--- config.mk ---
export PLATFORM = sky130hd
export DESIGN_NAME = log_entry_reader
export DESIGN_NICKNAME = d
export VERILOG_FILES = /design/src/rtl/log_entry_reader.sv
export SDC_FILE = /design/constraint.sdc
export NUM_CORES = 1
export LEC_CHECK = 0
export ABC_AREA = 1
export CAP_MARGIN = 40
export CORE_AREA = 4 4 486 488
export CTS_CLUSTER_DIAMETER = 80
export DETAILED_ROUTE_END_ITERATION = 8
export DIE_AREA = 0 0 490 492
export GPL_TIMING_DRIVEN = 0
export PLACE_DENSITY = 0.3
export REMOVE_ABC_BUFFERS = 1
export SYNTH_ARGS = -nofsm -noshare
export SYNTH_HDL_FRONTEND = slang
export SYNTH_SLANG_ARGS = --single-unit
--- constraint.sdc ---
create_clock -name clk -period 6.3 [get_ports clk]
set_input_delay 1.26 -clock clk [delete_from_list [all_inputs] [get_ports clk]]
set_output_delay 1.26 -clock clk [all_outputs]
set_load 0.1 [all_outputs]
--- src/rtl/log_entry_reader.sv ---
// Walks a run of log header slots and streams each entry as a header beat
// followed by its data lines, framing the whole run with out_last/out_padbytes.
module log_entry_reader #(
    parameter int NOC_DATA_W      = 512,
    parameter int NOC_PADBYTES    = NOC_DATA_W / 8,
    parameter int NOC_PADBYTES_W  = $clog2(NOC_PADBYTES),
    parameter int LOG_HDR_DEPTH_W = 8,
    parameter int LOG_DEPTH_W     = 12,
    parameter int LEN_W           = 16
) (
    input  logic                        clk,
    input  logic                        rst,
    input  logic                        start_val,
    output logic                        start_rdy,
    input  logic [LOG_HDR_DEPTH_W-1:0]  start_hdr_addr,
    input  logic [LOG_HDR_DEPTH_W:0]    start_count,
    output logic                        done,
    output logic                        hdr_rd_req_val,
    input  logic                        hdr_rd_req_rdy,
    output logic [LOG_HDR_DEPTH_W-1:0]  hdr_rd_req_addr,
    input  logic                        hdr_rd_resp_val,
    output logic                        hdr_rd_resp_rdy,
    input  logic [63:0]                 hdr_rd_resp_view,
    input  logic [63:0]                 hdr_rd_resp_op,
    input  logic [LOG_DEPTH_W-1:0]      hdr_rd_resp_data_addr,
    input  logic [LEN_W-1:0]            hdr_rd_resp_len,
    output logic                        data_rd_req_val,
    input  logic                        data_rd_req_rdy,
    output logic [LOG_DEPTH_W-1:0]      data_rd_req_addr,
    input  logic                        data_rd_resp_val,
    output logic                        data_rd_resp_rdy,
    input  logic [NOC_DATA_W-1:0]       data_rd_resp_data,
    output logic                        out_val,
    input  logic                        out_rdy,
    output logic [NOC_DATA_W-1:0]       out_data,
    output logic                        out_last,
    output logic [NOC_PADBYTES_W-1:0]   out_padbytes
);
    localparam int HDR_W = 128 + LEN_W;

    typedef enum logic [2:0] {
        IDLE, HDR_REQ, HDR_RESP, HDR_OUT, DATA_REQ, DATA_RESP, DONE
    } state_t;

    state_t state, state_next;

    logic [LOG_HDR_DEPTH_W-1:0] slot;
    logic [LOG_HDR_DEPTH_W:0]   count_left;
    logic [63:0]                view_q;
    logic [63:0]                op_q;
    logic [LEN_W-1:0]           len_q;
    logic [LEN_W-1:0]           lines_left;
    logic [LOG_DEPTH_W-1:0]     line_addr;

    logic                  last_entry;
    logic                  final_line;
    logic                  entry_done;
    logic [LEN_W:0]        len_round;
    logic [LEN_W-1:0]      resp_lines;
    logic [31:0]           pad_full;
    logic [NOC_DATA_W-1:0] hdr_beat;

    assign last_entry = (count_left == (LOG_HDR_DEPTH_W+1)'(1));
    assign final_line = (lines_left == LEN_W'(1));
    assign len_round  = {1'b0, hdr_rd_resp_len} + (LEN_W+1)'(NOC_PADBYTES - 1);
    assign resp_lines = LEN_W'(len_round / (LEN_W+1)'(NOC_PADBYTES));
    assign pad_full   = (32'(NOC_PADBYTES) - (32'(len_q) % 32'(NOC_PADBYTES)))
                        % 32'(NOC_PADBYTES);

    assign hdr_rd_req_addr  = slot;
    assign data_rd_req_addr = line_addr;

    // An entry finishes on its header beat when it has no payload, else on its last line.
    assign entry_done = (state == HDR_OUT && out_rdy && lines_left == '0) ||
                        (state == DATA_RESP && data_rd_resp_val && out_rdy && final_line);

    always_comb begin
        hdr_beat = '0;
        hdr_beat[NOC_DATA_W-1 -: HDR_W] = {view_q, op_q, len_q};
    end

    always_ff @(posedge clk or posedge rst) begin
        if (rst) state <= IDLE;
        else     state <= state_next;
    end

    always_comb begin
        state_next       = state;
        start_rdy        = 1'b0;
        done             = 1'b0;
        hdr_rd_req_val   = 1'b0;
        hdr_rd_resp_rdy  = 1'b0;
        data_rd_req_val  = 1'b0;
        data_rd_resp_rdy = 1'b0;
        out_val          = 1'b0;
        out_data         = '0;
        out_last         = 1'b0;
        out_padbytes     = '0;
        case (state)
            IDLE: begin
                start_rdy = 1'b1;
                if (start_val)
                    state_next = (start_count == '0) ? DONE : HDR_REQ;
            end
            HDR_REQ: begin
                hdr_rd_req_val = 1'b1;
                if (hdr_rd_req_rdy) state_next = HDR_RESP;
            end
            HDR_RESP: begin
                hdr_rd_resp_rdy = 1'b1;
                if (hdr_rd_resp_val) state_next = HDR_OUT;
            end
            HDR_OUT: begin
                out_val  = 1'b1;
                out_data = hdr_beat;
                out_last = last_entry && (lines_left == '0);
                if (out_rdy) begin
                    if (lines_left != '0) state_next = DATA_REQ;
                    else                  state_next = last_entry ? DONE : HDR_REQ;
                end
            end
            DATA_REQ: begin
                data_rd_req_val = 1'b1;
                if (data_rd_req_rdy) state_next = DATA_RESP;
            end
            DATA_RESP: begin
                out_val          = data_rd_resp_val;
                out_data         = data_rd_resp_data;
                data_rd_resp_rdy = out_rdy;
                out_last         = data_rd_resp_val && last_entry && final_line;
                out_padbytes     = out_last ? NOC_PADBYTES_W'(pad_full) : '0;
                if (data_rd_resp_val && out_rdy) begin
                    if (!final_line) state_next = DATA_REQ;
                    else             state_next = last_entry ? DONE : HDR_REQ;
                end
            end
            DONE: begin
                done       = 1'b1;
                state_next = IDLE;
            end
            default: state_next = IDLE;
        endcase
    end

    always_ff @(posedge clk or posedge rst) begin
        if (rst) begin
            slot       <= '0;
            count_left <= '0;
            view_q     <= '0;
            op_q       <= '0;
            len_q      <= '0;
            lines_left <= '0;
            line_addr  <= '0;
        end else begin
            if (state == IDLE && start_val) begin
                slot       <= start_hdr_addr;
                count_left <= start_count;
            end
            if (state == HDR_RESP && hdr_rd_resp_val) begin
                view_q     <= hdr_rd_resp_view;
                op_q       <= hdr_rd_resp_op;
                len_q      <= hdr_rd_resp_len;
                line_addr  <= hdr_rd_resp_data_addr;
                lines_left <= resp_lines;
            end
            if (state == DATA_RESP && data_rd_resp_val && out_rdy) begin
                line_addr  <= line_addr + LOG_DEPTH_W'(1);
                lines_left <= lines_left - LEN_W'(1);
            end
            if (entry_done) begin
                slot       <= slot + LOG_HDR_DEPTH_W'(1);
                count_left <= count_left - (LOG_HDR_DEPTH_W+1)'(1);
            end
        end
    end
endmodule

==> results.md, run 1 <==
- Slew @ Worst Pin: 0.863 ns
- Reg2reg setup slack: 3.27 ns
- Vias: 20,529
- Via density: between 2 and 3
- Worst path most repeated cell: buf_16
- Setup CP Type: reg -> out
- # IOs: 1,239
- Clock buffer depth: 2
- Critical path endpoint category: primary output
- Worst R2R Start: state[2]$_DFFE_PP0P_
- Vias in the first global route: ~21,000
- Fin crit share: between 80% and 90%
- Setup Fix Bufs, Post-CTS: 0
- WL/cell: 22.1 µm
- VDD IR-drop max: 0.236 mV
- TNS Setup: 0 ns
- Root Driver: clkbuf_16
- Post-synthesis mux area share: 0%
- EDFF count, synth: 0
- Die Y: 492 µm
- Total power: 13.8 mW
- Layout cell share with drive strength beyond 1: 16.3%
- Post-cts sizing count: 0
- Synth Area in Adders: 0.737%
- Drt pass-1 iters: 5
- Setup crit start kind: flop
- Die ar.: 241,000 µm²
- Largest family of logic cells by synthesized area: simple AND/OR/NAND/NOR gates
- Max_cap viols: 0
- Hold WC Path Type: reg -> reg
- Final layout net count: between 4,000 and 5,000
- Post-CTS Hold Fix Bufs: 0
- Run status: finished, final reports clean
- Worst EP arrival: 4.16 ns
- Critical-path top delay cell: clkdlybuf4s50_1
- Initial core utilization: 5.86%
- Crit Path Max Fanout: 67
- Worst R2R End: op_q[7]$_DFFE_PP0P_
- Final hold vios: 0
- Fin cells: 6,987
- Area grow syn2layout: 214%
- Largest net degree at the start of global routing: 123
- Die X: between 400 and 500 µm
- Final wirelength: between 150,000 and 200,000 µm
- Final hold slack: 0.482 ns
- Clock latency on the worst-skew pair: 0.53 ns
- Max Slew Vio Count: 0
- Most common cell after layout, fill and taps aside: clkdlybuf4s50_1
- Commonest non-fill, non-tap cells in the layout: clkdlybuf4s50_1 (1,215), nand2_1 (558), inv_1 (496)
- Crit path to: out_data[260]
- First-pass GRT wire length: 201,000 µm
- Initial antenna violation count: approximately 130
- Fin area: 42,600 µm²
- Std cell rows: around 180
- Leak pwr: 18.5 nW
- Largest stage delay on the critical path: 0.65 ns
- TritonCTS clock tree: done
- Ys Warns: 0
- Post-synth cell types: 34
- Async SR Flop Fraction: 100%
- Cts bufs inserted: 17
- Clock tree sinks: 192
- DRC Markers: 0
- GP Congestion: 0.990
- Synth Instances: 2,191
- Clock period minus worst slack: 5.42 ns
- H-Tree Depth: 4
- Final ANT Viol Nets: 0
- Dpl cell area: 41,900 µm²
- Core Region: 232,000 µm²
- Placed instance count: 6,899
- Worst Setup SP: state[2]$_DFFE_PP0P_
- 1st-iter DRT viols: 1,074
- Fin Clk Skew: 0.0150 ns
- Fmax: 184 MHz
- Clk slew on worst S/H paths: 0.09 ns
- Post-synthesis compound-gate area fraction: 12.2%
- Gr ovfl total: 0
- Synth Area in Simple Gates: approximately a third
- Ys flop type: dfrtp_1
- Post-synthesis xor/xnor area fraction: 1.10%
- Cell Chain, Critical Path: nand3_4 -> buf_16 -> buf_12 -> buf_16 -> buf_16 -> nor2_1 -> clkdlybuf4s50_1 -> buf_8
- RSZ-0062 raised after global routing: false
- Final setup fails: 0
- Synthesized area per cell: 6.20 µm²
- Total global-route track usage: 12.4%
- FF-to-FF path depth: 9
- DP Wirelength: 136,000 µm
- Seq/Total Area, Yosys: 35.4%
- Power per cell area: 323 nW/µm²
- I/O Buffers: 1,238
- Worst EP required: approximately 5.0 ns
- Syn Std Cell Area: 13,600 µm²
- Flops & latches, synth: 192
- Slew margin rel.: 42.9%
[cell usage after synthesis, types with 2 or more instances]
master,count,area [µm²]
nand2_1,560,2100
inv_1,498,1870
nor2_1,433,1630
dfrtp_1,192,4800
o21ai_0,121,606
a22o_1,99,867
buf_2,85,425
nand3_1,64,320
clkbuf_1,15,56.3
xor2_1,12,105
nand4_1,10,62.6
nor3_1,10,50.1
buf_1,9,33.8
ha_1,8,100
o211ai_1,8,60.1
buf_4,7,52.6
inv_2,7,26.3
nor2_2,7,43.8
a21oi_1,6,30.0
o21ai_1,6,30.0
nand2_2,5,31.3
xnor2_1,5,43.8
nor2_4,4,45.0
o22ai_1,4,25.0
nand3_2,3,30.0
o221ai_1,3,26.3
buf_6,2,22.5
nand4_4,2,42.5
[flip-flops by register name, indices dropped and copies added, names as in the netlist]
register,cells
data_rd_req_addr,12
hdr_rd_req_addr,8
len_q,16
lines_left,16
state,3
count_left,9
view_q,64
op_q,64
[where the power goes]
part | total (mW) | internal, mW | switching (mW)
Sequential | 2.21 | 1.79 | 0.422
Combinational | 10.3 | 4.06 | 6.26
Clock | 1.24 | 0.578 | 0.666
Total | 13.8 | 6.43 | 7.35
[metal layers]
metal	up-vias	share of wire, %	global-route usage (%)
met5	-	0.31	0
li1	9920	-	-
met1	9356	32	11.3
met2	936	54	23.8
met3	241	7.6	4.59
met4	76	5.6	6.60
[logic make-up (layout without fill, tap and decap cells)]
family	after synthesis	in the layout
adder cells (fa/ha/maj)	8	8
XOR/XNOR	17	17
flip-flops	192	192
AND/OR/NAND/NOR	1102	1102
buffers and inverters	623	2320
AO/OA/AOI/OAI	249	249
other	0	56
[area by class of cell]
class	instances	area [µm²]
antenna	56	140
sequential	192	4800
tap	3043	3810
fill	25624	189000
clock inverter	14	165
multi-input combinational	1376	6320
timing repair buffer	1783	25000
inverter	505	1920
clock buffer	18	439
[stage by stage]
step           setup slack (ns)  util, %
2_1_floorplan             -5.67        -
3_3_place_gp             -14.03     12.6
3_5_place_dp               1.23     18.1
4_1_cts                   0.593     18.3
5_1_grt                   0.657     18.4
6_report                  0.875     18.4
[worst min path at each step]
stage / startpoint / end / slack (ns) / cells past startpoint
2_1_floorplan: count_left[8]$_DFFE_PP0P_ / count_left[8]$_DFFE_PP0P_ / 0.45 / 2
4_1_cts: view_q[49]$_DFFE_PP0P_ / view_q[49]$_DFFE_PP0P_ / 0.49 / 2
3_3_place_gp: view_q[48]$_DFFE_PP0P_ / view_q[48]$_DFFE_PP0P_ / 0.46 / 2
6_report: view_q[49]$_DFFE_PP0P_ / view_q[49]$_DFFE_PP0P_ / 0.48 / 2
3_5_place_dp: view_q[49]$_DFFE_PP0P_ / view_q[49]$_DFFE_PP0P_ / 0.47 / 2
5_1_grt: view_q[40]$_DFFE_PP0P_ / view_q[40]$_DFFE_PP0P_ / 0.50 / 2
[critical path: cells and delay by family, from the launching register on]
family,cells,cell delay [ns]
DFF,1,0.59
and+or+nand+nor,2,1.00
buffers and inverters,6,1.90
No activity file was read; power rests on OpenSTA's default activity.
==> run 2: changes to the inputs <==
--- a/config.mk
+++ b/config.mk
@@ -8,7 +8,6 @@
 export ABC_AREA = 1
 export CAP_MARGIN = 40
 export CORE_AREA = 4 4 486 488
-export CTS_CLUSTER_DIAMETER = 80
 export DETAILED_ROUTE_END_ITERATION = 8
 export DIE_AREA = 0 0 490 492
 export GPL_TIMING_DRIVEN = 0
==> results of run 2 <==
Final layout, timing and power as in run 1 (identical DEF).
==> run 3: changes to the inputs <==
--- a/config.mk
+++ b/config.mk
@@ -7,9 +7,9 @@
 export LEC_CHECK = 0
 export ABC_AREA = 1
 export CAP_MARGIN = 40
-export CORE_AREA = 4 4 486 488
+export CORE_AREA = 2 2 484 486
 export DETAILED_ROUTE_END_ITERATION = 8
-export DIE_AREA = 0 0 490 492
+export DIE_AREA = 0 0 486 488
 export GPL_TIMING_DRIVEN = 0
 export PLACE_DENSITY = 0.3
 export REMOVE_ABC_BUFFERS = 1
==> run 3 against run 2 <==
  * Sequential power hardly changed
  * Cell area decreased by 0.16%
  * Core utilization about the same
  * Critical path type unchanged
==> results.md, run 3 (same netlist as run 1, synthesis figures left out) <==
- Run status: finished, final reports clean
- Core Region: 232,000 µm² (unchanged)
- TritonCTS clock tree: done
- Crit Path Max Fanout: 99 (+48%)
- Final wirelength: 149,000 µm (-3.5%)
- Core Util, Final: 18.4% (-0.030 points)
- Setup Fix Bufs, Post-CTS: 0 (unchanged)
- WL/cell: 21.3 µm (-3.6%)
- Clock tree sinks: 192 (unchanged)
- Post-CTS Hold Fix Bufs: 0 (unchanged)
- Slew margin rel.: 40.2% (-2.7 points)
- Worst EP arrival: 4.40 ns (+0.24 ns)
- Largest net degree at the start of global routing: 105 (-15%)
- Drt pass-1 iters: 5 (unchanged)
- Vias: 20,637 (+0.53%)
- Initial antenna violation count: 100 (-20%)
- H-Tree Depth: 4 (unchanged)
- Max_cap viols: 0 (unchanged)
- Worst R2R Start: state[2]$_DFFE_PP0P_
- Final ANT Viol Nets: 0 (unchanged)
- Die X: 486 µm (-0.82%)
- Fin cells: 6,992 (+0.072%)
- VDD IR-drop max: 0.255 mV (+7.9%)
- Setup crit start kind: flop
- Most common cell after layout, fill and taps aside: clkdlybuf4s50_1
- Worst Setup SP: state[2]$_DFFE_PP0P_
- Via density: 2.95 (+0.45%)
- Fin crit share: 89.8% (+3.7 points)
- Max Slew Vio Count: 0 (unchanged)
- Setup CP Type: reg -> out
- Power per cell area: 323 nW/µm² (about the same)
- Placed instance count: 6,907 (+0.12%)
- Clk slew on worst S/H paths: 0.08 ns (about the same)
- Final layout net count: 4,584 (+0.17%)
- Layout cell share with drive strength beyond 1: 16.3% (about the same)
- Clock period minus worst slack: 5.66 ns (+0.231 ns)
- Worst EP required: 5.04 ns (about the same)
- Initial core utilization: 5.86% (unchanged)
- Clock latency on the worst-skew pair: 0.54 ns (about the same)
- Die ar.: 237,000 µm² (-1.6%)
- Hold WC Path Type: reg -> reg
- Vias in the first global route: 21,483 (+0.10%)
- Final hold vios: 0 (unchanged)
- Fmax: 177 MHz (-4.1%)
- Commonest non-fill, non-tap cells in the layout: clkdlybuf4s50_1 (1,222), nand2_1 (558), inv_1 (496)
- Root Driver: clkbuf_16
- Post-cts sizing count: 0 (unchanged)
- Cts bufs inserted: 17 (unchanged)
- # IOs: 1,239 (unchanged)
- Clock buffer depth: 2 (unchanged)
- Gr ovfl total: 0 (unchanged)
- DP Wirelength: 130,000 µm (-4.4%)
- Leak pwr: 18.5 nW (-0.15%)
- Final hold slack: 0.488 ns (+0.00664 ns)
- Fin area: 42,600 µm² (-0.16%)
- RSZ-0062 raised after global routing: false
- Critical path endpoint category: primary output
- GP Congestion: 0.793 (-20%)
- Total global-route track usage: 12.1% (-0.30 points)
- Dpl cell area: 41,800 µm² (-0.20%)
- Std cell rows: 177 (unchanged)
- Fin Clk Skew: 0.0256 ns (+0.0105 ns)
- Final setup fails: 0 (unchanged)
- Slew @ Worst Pin: 0.894 ns (+0.0313 ns)
- Die Y: 488 µm (-0.81%)
- Area grow syn2layout: 213%
- DRC Markers: 0 (unchanged)
- Largest regs: op_q (64), view_q (64)
- Worst hold start: op_q[56]$_DFFE_PP0P_
- First-pass GRT wire length: 193,000 µm (-3.9%)
- 1st-iter DRT viols: 894 (-17%)
- I/O Buffers: 1,238 (unchanged)
run 3: changes by cell type in the layout (fill, tap and decap cells not counted), sizes merged:
cell	previous run	this run
clkdlybuf4s50	1215	1222
clkbuf	18	17
clkinvlp	3	2
inv	513	510
bufinv	1	2
diode	56	53
clkinv	2	6
buf	568	569
run 3: worst paths after layout:
check / to / depth (start not counted) / slack (ns)
max in group asynchronous: lines_left[0]$_DFFE_PP0P_ / 4 / 3.81
min: op_q[56]$_DFFE_PP0P_ / 2 / 0.49
min in group asynchronous: op_q[17]$_DFFE_PP0P_ / 2 / 1.11
max: out_data[508] / 8 / 0.64
max reg2reg: lines_left[10]$_DFFE_PP0P_ / 9 / 3.20
min reg2reg: op_q[56]$_DFFE_PP0P_ / 2 / 0.49
run 3: worst max-delay path: stages (launching register included):
cell	delay, ns
dfrtp_1	0.59
nand3_4	0.59
buf_16	0.42
inv_6	0.43
buf_16	0.38
nand2_1	0.20
o21ai_0	0.17
clkdlybuf4s50_1	0.72
buf_16	0.21
run 3: through the flow:
step                power, mW  worst slack [ns]  setup TNS, ns
global route             14.5             0.305              0
floorplan                7.40             -5.67       -1413.20
detailed placement       12.6              1.05              0
CTS                      14.0             0.423              0
finish                   13.8             0.644              0
global placement         10.2            -13.66       -6148.21
run 3: layer usage:
metal | vias up | GRT usage, % | share of wire [%]
li1 | 9925 | - | -
met1 | 9574 | 11.1 | 32
met2 | 891 | 24.4 | 57
met3 | 195 | 3.76 | 6.7
met4 | 52 | 4.69 | 3.9
met5 | - | 0 | 0.24
run 3: layout make-up:
cell class | count | area [µm²]
fillers | 25606 | 189000
flip-flops and latches | 192 | 4800
multi-input cells | 1376 | 6320
clock inverters | 15 | 201
clock buffers | 17 | 425
well taps | 3043 | 3810
diodes | 53 | 133
inverters | 505 | 1920
repair buffers | 1791 | 25000
run 3: report_power, final:
| group | switching, mW | leakage (nW) | internal, mW |
|---|---|---|---|
| clock network | 0.667 | 0.299 | 0.607 |
| logic | 6.24 | 15.8 | 4.03 |
| registers | 0.432 | 2.40 | 1.79 |
| total | 7.34 | 18.5 | 6.42 |
